<file path="src/rtl/panda_pkg.sv">
// Shared types and constants for the panda pipeline hazard controller.
// Holds the hazard FSM state encoding, the default counter width and the load-use predicate.
package panda_pkg;

  localparam int PANDA_CNT_W = 32;

  typedef enum logic [1:0] {
    RUN      = 2'd0,
    MEM_WAIT = 2'd1,
    ERROR    = 2'd2
  } hazard_state_e;

  // Load in EX whose destination is read by the instruction in ID (x0 never aliases).
  function automatic logic is_load_use(
    input logic       mem_re,
    input logic [4:0] rd,
    input logic [4:0] rs1,
    input logic       rs1_used,
    input logic [4:0] rs2,
    input logic       rs2_used
  );
    return mem_re && (rd != 5'd0) &&
           ((rs1_used && (rs1 == rd)) || (rs2_used && (rs2 == rd)));
  endfunction

endpackage

</file>
<file path="src/rtl/panda_perf_counter.sv">
// Free-running event counter with synchronous clear and enable.
// Wraps modulo 2^CNT_W.
module panda_perf_counter
  import panda_pkg::*;
#(
  parameter int CNT_W = PANDA_CNT_W
) (
  input  logic             clk_i,
  input  logic             clr_i,
  input  logic             en_i,
  output logic [CNT_W-1:0] cnt_o
);

  logic [CNT_W-1:0] r_cnt;

  always_ff @(posedge clk_i) begin
    if (clr_i) begin
      r_cnt <= '0;
    end else if (en_i) begin
      r_cnt <= r_cnt + CNT_W'(1);
    end
  end

  assign cnt_o = r_cnt;

endmodule

</file>
<file path="src/rtl/panda_hazard_ctrl.sv">
// Pipeline hazard controller: load-use bubbles, redirect flushes, memory-wait stalls
// with a timeout into a sticky error state, plus three performance counters.
module panda_hazard_ctrl
  import panda_pkg::*;
#(
  parameter int MEM_TIMEOUT = 256,
  parameter int CNT_W       = PANDA_CNT_W
) (
  input  logic             clk_i,
  input  logic             rst_i,
  input  logic [4:0]       if_id_rs1_addr_i,
  input  logic [4:0]       if_id_rs2_addr_i,
  input  logic             if_id_rs1_used_i,
  input  logic             if_id_rs2_used_i,
  input  logic [4:0]       id_ex_rd_addr_i,
  input  logic             id_ex_mem_re_i,
  input  logic             ex_redirect_i,
  input  logic             mem_req_i,
  input  logic             mem_ready_i,
  output logic             pc_stall_o,
  output logic             if_id_stall_o,
  output logic             id_ex_stall_o,
  output logic             ex_mem_stall_o,
  output logic             if_id_flush_o,
  output logic             id_ex_flush_o,
  output logic             mem_wb_flush_o,
  output logic             mem_err_o,
  output logic [CNT_W-1:0] cnt_load_use_o,
  output logic [CNT_W-1:0] cnt_mem_wait_o,
  output logic [CNT_W-1:0] cnt_flush_o
);

  localparam int WAIT_W = (MEM_TIMEOUT > 2) ? $clog2(MEM_TIMEOUT) : 1;

  hazard_state_e     r_state;
  logic [WAIT_W-1:0] r_wait_cnt;
  logic              r_mem_err;

  hazard_state_e w_state;
  logic          w_err;
  logic          w_mw;
  logic          w_lu;
  logic          w_redirect_act;
  logic          w_lu_act;
  logic          w_hold_all;

  // Reset forces the combinational view to RUN so the pipeline sees sane controls.
  assign w_state = rst_i ? RUN : r_state;
  assign w_err   = (w_state == ERROR);
  assign w_mw    = (w_state != ERROR) && mem_req_i && !mem_ready_i;

  assign w_lu = is_load_use(id_ex_mem_re_i, id_ex_rd_addr_i,
                            if_id_rs1_addr_i, if_id_rs1_used_i,
                            if_id_rs2_addr_i, if_id_rs2_used_i);

  // Priority: error/memory wait > redirect > load-use.
  assign w_hold_all     = w_mw || w_err;
  assign w_redirect_act = ex_redirect_i && !w_hold_all;
  assign w_lu_act       = w_lu && !ex_redirect_i && !w_hold_all;

  assign pc_stall_o     = w_hold_all || w_lu_act;
  assign if_id_stall_o  = w_hold_all || w_lu_act;
  assign id_ex_stall_o  = w_hold_all;
  assign ex_mem_stall_o = w_hold_all;
  assign if_id_flush_o  = w_redirect_act;
  assign id_ex_flush_o  = w_redirect_act || w_lu_act;
  assign mem_wb_flush_o = w_hold_all;
  assign mem_err_o      = r_mem_err;

  always_ff @(posedge clk_i) begin
    if (rst_i) begin
      r_state    <= RUN;
      r_wait_cnt <= '0;
      r_mem_err  <= 1'b0;
    end else begin
      case (r_state)
        RUN: begin
          if (w_mw) begin
            r_state    <= MEM_WAIT;
            r_wait_cnt <= '0;
          end
        end
        MEM_WAIT: begin
          if (!w_mw) begin
            r_state <= RUN;
          end else if (r_wait_cnt == WAIT_W'(MEM_TIMEOUT - 1)) begin
            r_state   <= ERROR;
            r_mem_err <= 1'b1;
          end else begin
            r_wait_cnt <= r_wait_cnt + WAIT_W'(1);
          end
        end
        ERROR: begin
          r_state <= ERROR;
        end
        default: begin
          r_state <= RUN;
        end
      endcase
    end
  end

  panda_perf_counter #(.CNT_W(CNT_W)) u_cnt_load_use (
    .clk_i (clk_i),
    .clr_i (rst_i),
    .en_i  (w_lu_act),
    .cnt_o (cnt_load_use_o)
  );

  panda_perf_counter #(.CNT_W(CNT_W)) u_cnt_mem_wait (
    .clk_i (clk_i),
    .clr_i (rst_i),
    .en_i  (w_mw),
    .cnt_o (cnt_mem_wait_o)
  );

  panda_perf_counter #(.CNT_W(CNT_W)) u_cnt_flush (
    .clk_i (clk_i),
    .clr_i (rst_i),
    .en_i  (w_redirect_act),
    .cnt_o (cnt_flush_o)
  );

endmodule

</file>
<file path="config.mk">
export PLATFORM = sky130hd
export DESIGN_NAME = panda_hazard_ctrl
export DESIGN_NICKNAME = d
export VERILOG_FILES = /design/src/rtl/panda_pkg.sv /design/src/rtl/panda_perf_counter.sv /design/src/rtl/panda_hazard_ctrl.sv
export SDC_FILE = /design/constraint.sdc
export NUM_CORES = 1
export LEC_CHECK = 0
export BUFFER_PORTS_ARGS = -buffer_cell sky130_fd_sc_hd__buf_2
export CAP_MARGIN = 20
export CORE_ASPECT_RATIO = 0.6
export CORE_MARGIN = 2
export CORE_UTILIZATION = 46
export DETAILED_ROUTE_END_ITERATION = 10
export PLACE_DENSITY_LB_ADDON = 0.25
export SYNTH_ARGS = -nofsm -noshare
export SYNTH_HDL_FRONTEND = slang
export SYNTH_SLANG_ARGS = --single-unit
export TNS_END_PERCENT = 30
</file>
<file path="constraint.sdc">
create_clock -name clk_i -period 4.13 [get_ports clk_i]
set_input_delay 0 -clock clk_i [delete_from_list [all_inputs] [get_ports clk_i]]
set_output_delay 0 -clock clk_i [all_outputs]
set_load 0.02 [all_outputs]
</file>
==> results.yml <==
power:
  ir_worst_vdd_v: 0.000194
  power.leakage_nw: 2.38
  p_per_area_mw_per_mm2: 333
  p_total_mw: 2.08
timing:
  setup_viol: 0
  fin_tns_setup_ns: 0
  maxSlewHeadroom_pct: 27.9
  tightest_slew_ns: 1.08
  fin_crit_sh_pct: 61.0
  final_hold_viol_count: 0
  finalCriticalPeriod_ns: 2.52
  rsz0062_at_grt: "false"
  drv_slew: 0
  fmax_mhz: 397
  fin_worst_skew_ns: 0.00636
worst_setup_path:
  start_kind: "flop"
  end_kind: "flop"
  criticalPathCategory: "flop to flop"
  crit_arrival_ns: 2.75
  cp_max_fo: 15
  cp.required_ns: 4.36
layout:
  nNetsFinal: 755
  n_fill_cell: 1044
  multi_input_area_sq_mm: 0.00286
  area_growth_pct: 19.7
  antenna_cells: 0
  layout-drive-gt1-share_pct: 21.4
  layout.area.seq_sq_mm: 0.00214
synthesis:
  synth_area_leaders: "dfxtp_1, xnor2_1, xor2_1"
  yosysUniqueCellTypes: 40
  synth_area_sq_mm: 0.00522
  yosys_warnings: 0
  synth_top_area_share_pct: 41.1
  netlist_instances: 621
  synth_top_area_cell: "dfxtp_1"
  synth_fp_nets: 648
  synth.avg_cell_area_sq_um: 8.40
  yosysSeqAreaShare_pct: 41.1
  synth_seq_cells: 107
detailed_routing:
  wire_per_inst_um: 14.7
  ant_nets: 0
  first_iter_violations: 325
  drt-pass1-iter-count: 4
  vias_per_cell: 5.65
  route.detailed.drc: 0
  vias: 4956
  wl_mm: 12.9
cts:
  hold_buffers: 1
  clk_pin_slew_ns: 0.07
  numCtsBuffers: 9
  cts_resized: 0
  clock_path_buffers: 2
  root_buffer: "clkbuf_16"
  cts_tree: "yes"
  cts.sinks: 107
  clkLatencyLatePin_ns: 0.34
  post-cts-setup-buffer-count: 0
  cts_max_level: 3
worst_hold_path:
  hold_class: "input pin to flop"
global_routing:
  grt_usage_pct: 21.3
  grt_max_degree: 104
  grt-ovfl-total: 0
  first_global_vias: 4400
  antenna_found_initial: 0
  grt_pass1_wl_mm: 21.4
floorplan:
  fp.dieW_um: 141
  dieArea_sq_mm: 0.0122
  core_area_sq_mm: 0.0112
  fp.dieH_um: 86.5
  num_rows: 30
  initial_core_util_pct: 46.6
  boundaryPins: 127
place:
  hpwl_mm: 8.92
  place_congestion: 0.825
  io_buffers: 126
status:
  status: "finished clean"
run:
  maxCapViolCount: 0
[cells by family (layout without fill, tap and decap cells)]
logic type      after synthesis  in the layout  synth area share [%]
compound gates               96             96                  10.8
xor+xnor                     66             66                  11.1
fa+ha+maj                     4              4                 0.959
buf+inv                      48            160                  4.20
flops                       107            107                  41.1
mux                           1              1                 0.216
simple gates                299            299                  31.7
[registers in the layout (all words and copies together), names as in the netlist]
| register | count |
|---|---|
| u_cnt_flush.cnt_o | 32 |
| mem_err_o | 1 |
| r_wait_cnt | 8 |
| u_cnt_mem_wait.cnt_o | 32 |
| u_cnt_load_use.cnt_o | 32 |
| r_state | 2 |
[area by class of cell]
| class | count | share of cell area, % |
|---|---|---|
| clock buffers | 11 | 4.05 |
| clock inverters | 5 | 1.34 |
| inverters | 12 | 0.721 |
| multi-input cells | 466 | 45.9 |
| flip-flops and latches | 107 | 34.3 |
| well taps | 144 | 2.88 |
| repair buffers | 132 | 10.9 |
[power by group]
group / total (mW) / switching [mW] / internal, mW / leakage [nW]
logic: 0.0895 / 0.0623 / 0.0272 / 1.36
registers: 1.04 / 0.00423 / 1.03 / 0.862
clock network: 0.953 / 0.386 / 0.567 / 0.158
total: 2.08 / 0.452 / 1.63 / 2.38
[placed cells by master (no fill, tap or decap), types with 2 or more instances in the layout]
cell type | synthesis | routed
nor2b_1 | 3 | 3
xor2_1 | 29 | 29
and2_1 | 5 | 5
or2_2 | 3 | 3
nor4_1 | 13 | 13
nand4b_1 | 3 | 3
bufinv_16 | 0 | 2
and4_1 | 12 | 12
nor4b_1 | 3 | 3
clkbuf_16 | 0 | 9
or3_1 | 15 | 15
or4_1 | 27 | 27
clkbuf_8 | 0 | 2
o21ai_0 | 16 | 16
o31ai_1 | 26 | 26
and3_1 | 13 | 13
nor3_1 | 18 | 18
nor2_1 | 66 | 66
nand4_1 | 29 | 29
or3b_1 | 3 | 3
clkinvlp_4 | 0 | 2
xnor2_1 | 37 | 37
nand3_1 | 41 | 41
inv_1 | 12 | 12
nand2_1 | 35 | 35
a21oi_1 | 49 | 49
ha_1 | 4 | 4
nand2b_1 | 4 | 4
buf_4 | 4 | 5
dfxtp_1 | 107 | 107
nor4_2 | 2 | 2
buf_2 | 7 | 126
[critical path, stage by stage, from the launching register on]
cell     delay [ns]
dfxtp_1        0.44
or3b_1         0.21
and2_1         0.37
nand3_1        0.48
nor4b_1        0.52
mux2_2         0.39
[synthesized netlist by cell type]
library cell,instances
nand4_1,29
and2_1,5
nor2_1,66
nand2_1,35
a21oi_2,1
or3b_2,1
a21oi_1,49
buf_2,7
or2_2,3
clkbuf_1,23
or3_1,15
and3_1,13
mux2_2,1
and4_1,12
nand3_1,41
xnor2_1,37
and2_0,1
or4_1,27
o21ai_0,16
o41ai_1,1
a41o_1,1
o31ai_1,26
nor4_1,13
inv_1,12
xor2_1,29
buf_6,2
nor4b_1,3
o21bai_1,1
ha_1,4
nor3_1,18
nand2b_1,4
nand4b_1,3
nor4_2,2
or3b_1,3
nor2b_1,3
buf_4,4
a32oi_1,1
nor3b_1,1
nand4_2,1
dfxtp_1,107
[path summary, 6_finish.rpt]
kind,start,to,cells after the start,slack [ns]
max,r_state[0],u_cnt_load_use.cnt_o[31],5,1.61
min,rst_i,u_cnt_mem_wait.cnt_o[1],4,0.12
max reg2reg,r_state[0],u_cnt_load_use.cnt_o[31],5,1.61
min reg2reg,r_wait_cnt[1],r_wait_cnt[1],2,0.48
[metal layers]
| metal | up-vias | GRT usage (%) | routed length (um) |
|---|---|---|---|
| met4 | 0 | 4.82 | 102 |
| li1 | 2471 | - | - |
| met5 | - | 0 | 0 |
| met3 | 10 | 5.36 | 738 |
| met2 | 127 | 32.3 | 5560 |
| met1 | 2348 | 30.8 | 6520 |
[metrics by stage]
step	util, %	hold WS, ns	area, sq um	setup slack, ns	cells
global route	55.8	0.231	6250	1.43	877
floorplan	-	0.160	5220	2.17	621
detailed placement	52.7	0.350	5900	1.65	860
CTS	55.8	0.127	6250	1.63	877
finish	55.8	0.125	6250	1.61	877
global placement	52.7	0.329	5900	1.82	860
No activity file was read; power rests on OpenSTA's default activity.
